--- src/rtl/calc_pkg.sv ---
// Shared calculator definitions: operand/result widths, FSM state encoding
// and the divide-by-zero quotient value.
package calc_pkg;

  localparam int unsigned CALC_OPERAND_W = 4;
  localparam int unsigned CALC_RESULT_W  = 8;

  localparam logic [CALC_RESULT_W-1:0] DIV_ZERO_QUOTIENT = '1;

  typedef enum logic [1:0] {
    IDLE = 2'd0,
    RUN  = 2'd1,
    DONE = 2'd2
  } div_state_e;

endpackage

--- src/rtl/divider_step.sv ---
// One restoring-division iteration: shift in a dividend bit, trial-subtract
// the divisor, keep the difference when it does not borrow.
module divider_step
  import calc_pkg::*;
#(
  parameter int unsigned DIVISOR_W = CALC_OPERAND_W
) (
  input  logic [DIVISOR_W:0]   partial,
  input  logic                 bit_in,
  input  logic [DIVISOR_W-1:0] divisor,
  output logic [DIVISOR_W:0]   partial_next_c,
  output logic                 q_bit_c
);

  // One extra bit beyond the partial width carries the borrow of the trial.
  localparam int unsigned TRIAL_W = DIVISOR_W + 2;

  logic [TRIAL_W-1:0] shifted;
  logic [TRIAL_W-1:0] trial;

  always_comb begin
    shifted        = {partial, bit_in};
    trial          = shifted - TRIAL_W'(divisor);
    q_bit_c        = ~trial[TRIAL_W-1];
    partial_next_c = q_bit_c ? trial[DIVISOR_W:0] : shifted[DIVISOR_W:0];
  end

endmodule

--- src/rtl/sequential_divider.sv ---
// Iterative unsigned restoring divider, one quotient bit per clock, with a
// start/busy/done handshake and a flagged divide-by-zero shortcut.
module sequential_divider
  import calc_pkg::*;
#(
  parameter int unsigned DIVIDEND_W = CALC_RESULT_W,
  parameter int unsigned DIVISOR_W  = CALC_OPERAND_W
) (
  input  logic                  clk,
  input  logic                  rst_n,
  input  logic                  start,
  input  logic [DIVIDEND_W-1:0] dividend,
  input  logic [DIVISOR_W-1:0]  divisor,
  output logic                  busy,
  output logic                  done,
  output logic [DIVIDEND_W-1:0] quotient,
  output logic [DIVISOR_W-1:0]  remainder,
  output logic                  div_by_zero
);

  localparam int unsigned CNT_W  = $clog2(DIVIDEND_W + 1);
  localparam int unsigned PART_W = DIVISOR_W + 1;

  div_state_e state, state_next;

  logic [DIVIDEND_W-1:0] dvd_sr;
  logic [DIVISOR_W-1:0]  dvs_r;
  logic [PART_W-1:0]     part_r;
  logic [PART_W-1:0]     part_next_c;
  logic [CNT_W-1:0]      cnt;
  logic                  q_bit_c;
  logic                  accept;
  logic                  accept_dbz;
  logic                  last_iter;

  divider_step #(.DIVISOR_W(DIVISOR_W)) u_step (
    .partial        (part_r),
    .bit_in         (dvd_sr[DIVIDEND_W-1]),
    .divisor        (dvs_r),
    .partial_next_c (part_next_c),
    .q_bit_c        (q_bit_c)
  );

  always_ff @(posedge clk or negedge rst_n) begin
    if (!rst_n) state <= IDLE;
    else        state <= state_next;
  end

  // Next state plus the load/finish strobes for the datapath.
  always_comb begin
    state_next = state;
    accept     = 1'b0;
    accept_dbz = 1'b0;
    last_iter  = 1'b0;
    unique case (state)
      IDLE: begin
        if (start) begin
          if (divisor == '0) begin
            accept_dbz = 1'b1;
            state_next = DONE;
          end else begin
            accept     = 1'b1;
            state_next = RUN;
          end
        end
      end
      RUN: begin
        if (cnt == CNT_W'(DIVIDEND_W - 1)) begin
          last_iter  = 1'b1;
          state_next = DONE;
        end
      end
      DONE:    state_next = IDLE;
      default: state_next = IDLE;
    endcase
  end

  // Quotient bits are shifted into the vacated low end of the dividend register.
  always_ff @(posedge clk or negedge rst_n) begin
    if (!rst_n) begin
      dvd_sr      <= '0;
      dvs_r       <= '0;
      part_r      <= '0;
      cnt         <= '0;
      busy        <= 1'b0;
      done        <= 1'b0;
      quotient    <= '0;
      remainder   <= '0;
      div_by_zero <= 1'b0;
    end else begin
      busy <= (state_next == RUN);
      done <= (state_next == DONE);
      if (accept) begin
        dvd_sr      <= dividend;
        dvs_r       <= divisor;
        part_r      <= '0;
        cnt         <= '0;
        div_by_zero <= 1'b0;
      end else if (accept_dbz) begin
        quotient    <= DIVIDEND_W'(DIV_ZERO_QUOTIENT);
        remainder   <= dividend[DIVISOR_W-1:0];
        div_by_zero <= 1'b1;
      end else if (state == RUN) begin
        dvd_sr <= {dvd_sr[DIVIDEND_W-2:0], q_bit_c};
        part_r <= part_next_c;
        cnt    <= cnt + CNT_W'(1);
        if (last_iter) begin
          quotient  <= {dvd_sr[DIVIDEND_W-2:0], q_bit_c};
          remainder <= part_next_c[DIVISOR_W-1:0];
        end
      end
    end
  end

endmodule
--- config.mk ---
export PLATFORM = sky130hd
export DESIGN_NAME = sequential_divider
export DESIGN_NICKNAME = d
export VERILOG_FILES = /design/src/rtl/calc_pkg.sv /design/src/rtl/divider_step.sv /design/src/rtl/sequential_divider.sv
export SDC_FILE = /design/constraint.sdc
export NUM_CORES = 1
export LEC_CHECK = 0
export ABC_AREA = 1
export CORE_MARGIN = 2
export CORE_UTILIZATION = 40
export DETAILED_ROUTE_END_ITERATION = 8
export DONT_BUFFER_PORTS = 1
export GPL_TIMING_DRIVEN = 0
export PLACE_DENSITY = 0.52
export REMOVE_ABC_BUFFERS = 1
export SYNTH_ARGS = -nofsm -noshare
export SYNTH_HDL_FRONTEND = slang
export SYNTH_SLANG_ARGS = --single-unit
export TNS_END_PERCENT = 20
--- constraint.sdc ---
create_clock -name clk -period 2.9 [get_ports clk]
set_clock_uncertainty 0.05 [all_clocks]
set_input_delay 0.725 -clock clk [delete_from_list [all_inputs] [get_ports clk]]
set_output_delay 0.725 -clock clk [all_outputs]
set_load 0.01 [all_outputs]
# Yosys cells after proc, flatten, opt, wreduce, memory -nomap -nowiden
# Cells that the tools add are included.
# W data, S select, Z words.
# classes
addsub	2
n_eq_ne	5
n_mux	30
n_bitwise	2
reduce_logical	8
# op_table
op	count
$mux W8	6
$mux W4	6
$mux W5	4
$mux W1	10
$reduce_bool A2 Y1	4
$mux W2	3
$sub A6 B4 Y6	1
$add A4 B1 Y4 const B	1
$eq A2 B1 Y1 const B	2
$eq A4 B3 Y1 const B	1
$logic_not A4 Y1	1
$pmux W2 S2	1
$reduce_and A3 Y1	1
$eq A2 B2 Y1 const B	1
$logic_not A2 Y1	1
$ne A2 B2 Y1 const B	1
$not A1 Y1	2
$reduce_and A2 Y1	1
# word_totals
reg_bits	38
inputBits	15
output_inout_bits	15

# Logic depth before layout (Yosys ltp)
# logic_depth
word_depth	6
mapped_depth	12

# Cells and area by module
# A second synthesis with hierarchy kept.
# unflattened
hier_cells	240
hier_area_um2	1971.9
# by_module_without_submodules
mod	instances	cells_per_inst	area_each_um2
sequential_divider	1	185	1639.1
divider_step	1	55	332.8

# Worst setup path after synthesis
# Ideal clock, no wire load.
# synth_path
kind	register to register
from	register dvd_sr[7]
to	register part_r[4]
arrival_ns	1.479
required_time_ns	2.732
setup_slack_ns	1.253
stages_incl_launch_ff	11
n_path_buf	0
period_less_slack_ns	1.647
cell_sequence	dfrtp_1 > inv_1 > ha_1 > inv_1 > fa_1 > nand2_1 > nand2_1 > a21oi_1 > nand4_1 > nand3_1 > nand2_1
# synth_between
elab_chain_cells	5
# synth_lines
element	line	source
start: declaration	sequential_divider.sv:26	logic [DIVIDEND_W-1:0] dvd_sr;
start signal: assignment	sequential_divider.sv:94	dvd_sr <= dividend;
start signal: assignment	sequential_divider.sv:104	dvd_sr <= {dvd_sr[DIVIDEND_W-2:0], q_bit_c};
$sub A6 B4 Y6	divider_step.sv:23	trial = shifted - TRIAL_W'(divisor);
$mux W5	divider_step.sv:25	partial_next_c = q_bit_c ? trial[DIVISOR_W:0] : shifted[DIVISOR_W:0];
$mux W5	sequential_divider.sv:103	end else if (state == RUN) begin
$mux W5	sequential_divider.sv:99	end else if (accept_dbz) begin
$mux W5	sequential_divider.sv:93	if (accept) begin
end signal: assignment	sequential_divider.sv:105	part_r <= part_next_c;
end: declaration	sequential_divider.sv:28	logic [PART_W-1:0] part_r;
# No other way between the ends. The select of a mux whose other input is x is not followed.
# A chain may end at the register's enable or synchronous reset.

# Worst setup path after layout
# layout_path
from	register state[1]
to	register cnt[1]
# layout_between
elab_chain_cells	4
# layout_lines
element	line	source
start: declaration	sequential_divider.sv:24	div_state_e state, state_next;
start signal: assignment	sequential_divider.sv:46	else state <= state_next;
$logic_not A2 Y1	sequential_divider.sv:55	unique case (state)
$mux W1	sequential_divider.sv:55	
$ne A2 B2 Y1 (no line) or $reduce_bool A2 Y1 (tied branches)	n/a	
$reduce_and A2 Y1 (no line)	n/a	
end signal: assignment	sequential_divider.sv:106	cnt <= cnt + CNT_W'(1);
end: declaration	sequential_divider.sv:30	logic [CNT_W-1:0] cnt;
# Parallel ways exist; a longest one is shown, timed or not.

==> report_table.html <==
<table>
<tr><th>Metric</th><th>Value</th></tr>
<tr><th colspan="2">Status</th></tr>
<tr><td>Outcome</td><td>completed</td></tr>
<tr><th colspan="2">Worst setup path</th></tr>
<tr><td>Critical Path, Cell by Cell</td><td>inv_2 -&gt; nand2_2 -&gt; nor2_4 -&gt; nand2_4 -&gt; nand2_1 -&gt; inv_1 -&gt; a22o_1</td></tr>
<tr><td>RR Startpoint</td><td>state[1]$_DFF_PN0_</td></tr>
<tr><td>Kind of critical path</td><td>reg -&gt; reg</td></tr>
<tr><td>Kind of cell adding the most delay to the critical path</td><td>simple AND/OR/NAND/NOR gates</td></tr>
<tr><td>Data arrival time of the critical path</td><td>1950 ps</td></tr>
<tr><td>Crit-path max cell delay</td><td>roughly 380 ps</td></tr>
<tr><td>Startpoint of the worst setup timing path</td><td>state[1]$_DFF_PN0_</td></tr>
<tr><td>Path depth of the worst reg2reg path</td><td>7</td></tr>
<tr><td>Number of cells on the critical path</td><td>7</td></tr>
<tr><td>Crit path capture</td><td>cnt[1]$_DFFE_PN0P_</td></tr>
<tr><td>Highest net fanout along the worst path</td><td>15</td></tr>
<tr><td>Kind of start point of the critical path</td><td>flip-flop</td></tr>
<tr><td>Crit end category</td><td>flip-flop</td></tr>
<tr><td>Setup slack, reg-to-reg</td><td>1080 ps</td></tr>
<tr><td>Worst path bufs/invs</td><td>2</td></tr>
<tr><td>Data required, critical path</td><td>just over 3000 ps</td></tr>
<tr><td>CP max-delay cell</td><td>sky130_fd_sc_hd__nand2_1</td></tr>
<tr><td>Worst R2R End</td><td>cnt[1]$_DFFE_PN0P_</td></tr>
<tr><th colspan="2">Timing</th></tr>
<tr><td>Minimum clock period</td><td>1820 ps</td></tr>
<tr><td>Setup repair after global routing missed its margin</td><td>no</td></tr>
<tr><td>Hold WS</td><td>74.9 ps</td></tr>
<tr><td>Actual transition at the worst max-transition pin</td><td>452 ps</td></tr>
<tr><td>Final count of pins violating max slew</td><td>0</td></tr>
<tr><td>Period utilization</td><td>a little over three fifths</td></tr>
<tr><td>Final-report hold violation count</td><td>0</td></tr>
<tr><td>Final number of setup-violating endpoints</td><td>0</td></tr>
<tr><td>Achievable frequency</td><td>549 MHz</td></tr>
<tr><td>Rel. slew slack</td><td>69.8%</td></tr>
<tr><td>Final-layout setup total negative slack</td><td>0 ps</td></tr>
<tr><th colspan="2">Global routing</th></tr>
<tr><td>Total gr overflow</td><td>0</td></tr>
<tr><td>Number of antenna violations at the first check in global routing</td><td>0</td></tr>
<tr><td>Gr usage total</td><td>18.0%</td></tr>
<tr><td>Pin count of the biggest net entering global routing</td><td>39</td></tr>
<tr><td>First-pass GRT wire length</td><td>7.36 mm</td></tr>
<tr><td>Vias in the first global route</td><td>1536</td></tr>
<tr><th colspan="2">Placement</th></tr>
<tr><td>IO Port Bufs</td><td>0</td></tr>
<tr><td>Cell count after placement</td><td>285</td></tr>
<tr><td>Final RePlAce weighted congestion</td><td>0.767</td></tr>
<tr><td>Detail Placement HPWL</td><td>2.95 mm</td></tr>
<tr><td>Area after detailed placement</td><td>about 2000 um2</td></tr>
<tr><th colspan="2">Logic synthesis</th></tr>
<tr><td>Distinct cell type count of the synthesized netlist</td><td>29</td></tr>
<tr><td>Mean area per synthesized cell</td><td>8.83 um2</td></tr>
<tr><td>Cells after Synth</td><td>222</td></tr>
<tr><td>Fraction of synthesized cell area taken by the top area cell type</td><td>48.5%</td></tr>
<tr><td>Area contributors post-synth</td><td>sky130_fd_sc_hd__dfrtp_1 49%, sky130_fd_sc_hd__nand2_1 11%, sky130_fd_sc_hd__inv_1 5.6%, sky130_fd_sc_hd__nand3_1 4.3%, sky130_fd_sc_hd__o221ai_1 3.6%</td></tr>
<tr><td>Number of warnings printed during yosys synthesis</td><td>0</td></tr>
<tr><td>Leading area contributor after synthesis</td><td>sky130_fd_sc_hd__dfrtp_1</td></tr>
<tr><td>Post-synthesis sequential area ratio</td><td>48.5%</td></tr>
<tr><td>Summed instance area of the synthesized netlist</td><td>about 2000 um2</td></tr>
<tr><td>Synthesis-stage register bit count</td><td>38</td></tr>
<tr><th colspan="2">Clocking</th></tr>
<tr><td># Post-CTS Setup Buffers</td><td>0</td></tr>
<tr><td>Clock Latency Late Sink</td><td>290 ps</td></tr>
<tr><td>Number of buffers added by the clock tree synthesis step</td><td>5</td></tr>
<tr><td>Clock H-tree levels</td><td>2</td></tr>
<tr><td>CTS Root Cell</td><td>sky130_fd_sc_hd__clkbuf_8</td></tr>
<tr><td>Hold bufs inserted after CTS</td><td>0</td></tr>
<tr><td>CTS clk-pin slew, worst paths</td><td>80 ps</td></tr>
<tr><td>Number of sinks on the clock net</td><td>38</td></tr>
<tr><td>Largest buffer count on any clock path</td><td>2</td></tr>
<tr><td>Post-cts gate resize count</td><td>0</td></tr>
<tr><td>TritonCTS clock tree</td><td>yes</td></tr>
<tr><th colspan="2">Finish</th></tr>
<tr><td>Final Instance Area</td><td>2120 um2</td></tr>
<tr><td>Post-synthesis to final-layout area growth</td><td>8.30%</td></tr>
<tr><td>Non-Filler Instances</td><td>292</td></tr>
<tr><td>Number of nets in the finished design</td><td>246</td></tr>
<tr><td>Fraction of layout instances using a drive strength above 1</td><td>between 15 and 20%</td></tr>
<tr><td>Antenna fix cells</td><td>0</td></tr>
<tr><th colspan="2">Floorplanning</th></tr>
<tr><td>Area of the placeable core</td><td>4720 um2</td></tr>
<tr><td>Total number of placement rows</td><td>25</td></tr>
<tr><td>Effective utilization at floorplan</td><td>41.5%</td></tr>
<tr><td>Die area</td><td>5470 um2</td></tr>
<tr><td>Vert. Die Dim</td><td>74.0 um</td></tr>
<tr><td>IO Pins</td><td>30</td></tr>
<tr><td>Die extent in x</td><td>74.0 um</td></tr>
<tr><th colspan="2">Route</th></tr>
<tr><td>Antenna-violating nets left</td><td>0</td></tr>
<tr><td>Drt initial violations</td><td>68</td></tr>
<tr><td>Number of optimization iterations in the first detailed-route pass</td><td>4</td></tr>
<tr><td>Routed length per placed instance</td><td>14.0 um</td></tr>
<tr><td>Via-to-Cell Ratio</td><td>4.84</td></tr>
<tr><td>Total via count after detailed routing</td><td>approximately 1400</td></tr>
<tr><td>Wire length after detailed routing</td><td>4.09 mm</td></tr>
<tr><td>Total DRC errors in the routed layout</td><td>0</td></tr>
<tr><th colspan="2">Power</th></tr>
<tr><td>Leakage</td><td>1.06 nW</td></tr>
<tr><td>Worst supply voltage drop on vdd</td><td>~0.4 mV</td></tr>
<tr><td>Total power density per cell area</td><td>1320 nW/um2</td></tr>
<tr><th colspan="2">Worst hold path</th></tr>
<tr><td>Hold/Removal Path Class</td><td>in -&gt; async</td></tr>
<tr><th colspan="2">Job</th></tr>
<tr><td>Max-cap viol count</td><td>0</td></tr>
</table>
## cell type report
type	count	area, um2
Tap cell	67	83.8
Fill cell	494	2600
Clock inverter	1	30.0
Clock buffer	6	82.6
Sequential cell	38	951
Multi-Input combinational cell	146	841
Inverter	34	134
## report_power, final
group	switching, mW	leakage [nW]	internal (mW)
clock network	0.186	0.0573	0.275
registers	0.212	0.447	0.782
logic	0.871	0.557	0.476
total	1.27	1.06	1.53
## synth_stat cells
cell,number
sky130_fd_sc_hd__o21ai_1,1
sky130_fd_sc_hd__buf_2,2
sky130_fd_sc_hd__clkbuf_1,1
sky130_fd_sc_hd__o21ai_0,8
sky130_fd_sc_hd__clkinv_2,1
sky130_fd_sc_hd__inv_1,29
sky130_fd_sc_hd__nand4_1,3
sky130_fd_sc_hd__dfrtp_1,38
sky130_fd_sc_hd__nand2_1,60
sky130_fd_sc_hd__buf_12,1
sky130_fd_sc_hd__nor2_2,9
sky130_fd_sc_hd__nor2_4,1
sky130_fd_sc_hd__nand2_4,5
sky130_fd_sc_hd__nand2_2,4
sky130_fd_sc_hd__nor2_1,6
sky130_fd_sc_hd__o221ai_1,8
sky130_fd_sc_hd__ha_1,5
sky130_fd_sc_hd__o21ai_2,1
sky130_fd_sc_hd__nand3_1,17
sky130_fd_sc_hd__a22o_1,1
sky130_fd_sc_hd__clkinv_1,1
sky130_fd_sc_hd__a21oi_1,9
sky130_fd_sc_hd__inv_2,2
sky130_fd_sc_hd__inv_6,1
sky130_fd_sc_hd__nor3_4,1
sky130_fd_sc_hd__fa_1,1
sky130_fd_sc_hd__xor2_1,1
sky130_fd_sc_hd__nand4_2,2
sky130_fd_sc_hd__nand3_2,3
## logic make-up (layout without fill, tap and decap cells)
family	Yosys count	count (layout)	share of synthesized area, %
AND/OR/NAND/NOR	111	111	29.2
adder cells (fa/ha/maj)	6	6	4.21
XOR/XNOR	1	1	0.447
AO/OA/AOI/OAI	28	28	9.07
buffers and inverters	38	41	8.56
flip-flops	38	38	48.5
## state kept, by name (all words and copies together) (netlist names)
| name | cells |
|---|---|
| remainder | 4 |
| dvd_sr | 8 |
| part_r | 5 |
| cnt | 4 |
| busy | 1 |
| state | 2 |
| done | 1 |
| dvs_r | 4 |
| quotient | 8 |
| div_by_zero | 1 |
## cell usage in the layout, fill, tap and decap left out
cell / instances
sky130_fd_sc_hd__a21oi_1: 9
sky130_fd_sc_hd__a22o_1: 1
sky130_fd_sc_hd__bufinv_16: 1
sky130_fd_sc_hd__clkbuf_8: 6
sky130_fd_sc_hd__clkinv_1: 1
sky130_fd_sc_hd__clkinv_2: 1
sky130_fd_sc_hd__dfrtp_1: 38
sky130_fd_sc_hd__fa_1: 1
sky130_fd_sc_hd__ha_1: 5
sky130_fd_sc_hd__inv_1: 29
sky130_fd_sc_hd__inv_2: 2
sky130_fd_sc_hd__inv_6: 1
sky130_fd_sc_hd__nand2_1: 60
sky130_fd_sc_hd__nand2_2: 4
sky130_fd_sc_hd__nand2_4: 5
sky130_fd_sc_hd__nand3_1: 17
sky130_fd_sc_hd__nand3_2: 3
sky130_fd_sc_hd__nand4_1: 3
sky130_fd_sc_hd__nand4_2: 2
sky130_fd_sc_hd__nor2_1: 6
sky130_fd_sc_hd__nor2_2: 9
sky130_fd_sc_hd__nor2_4: 1
sky130_fd_sc_hd__nor3_4: 1
sky130_fd_sc_hd__o21ai_0: 8
sky130_fd_sc_hd__o21ai_1: 1
sky130_fd_sc_hd__o21ai_2: 1
sky130_fd_sc_hd__o221ai_1: 8
sky130_fd_sc_hd__xor2_1: 1
## metal layers
metal	global-route usage, %	vias to the layer above	part of all wire (%)
met5	0	-	0
met4	6.06	0	1.4
met3	5.01	7	4.4
met2	27.5	25	45
met1	24.9	663	49
li1	-	718	-
## worst register-to-register path, delay by kind of cell, from the launching register on
kind / cells / cell delay (ps)
and+or+nand+nor: 4 / 780
buffers and inverters: 2 / 290
AOI/OAI and AO/OA: 1 / 220
DFF: 1 / 370
## per-stage QoR
| stage | worst slack (ps) | utilization (%) | total power, mW |
|---|---|---|---|
| 2_1_floorplan | 1140 | - | 2.06 |
| 3_3_place_gp | 789 | 42.5 | 2.35 |
| 3_5_place_dp | 750 | 42.5 | 2.36 |
| 4_1_cts | 1040 | 44.9 | 2.83 |
| 5_1_grt | 861 | 44.9 | 3.11 |
| 6_report | 1080 | 44.9 | 2.80 |
## worst min path at each step
| stage | start | endpoint | slack, ps | cells past startpoint |
|---|---|---|---|---|
| after floorplan | rst_n | busy$_DFF_PN0_ | 380 | 0 |
| after global placement | rst_n | remainder[0]$_DFFE_PN0P_ | 380 | 0 |
| after detailed placement | rst_n | part_r[3]$_DFFE_PN0P_ | 380 | 0 |
| after CTS | rst_n | dvs_r[1]$_DFFE_PN0P_ | 60 | 0 |
| after global routing | rst_n | remainder[2]$_DFFE_PN0P_ | 50 | 0 |
| final | rst_n | remainder[0]$_DFFE_PN0P_ | 70 | 0 |
Note: power is estimated with default switching activity, not from simulation.
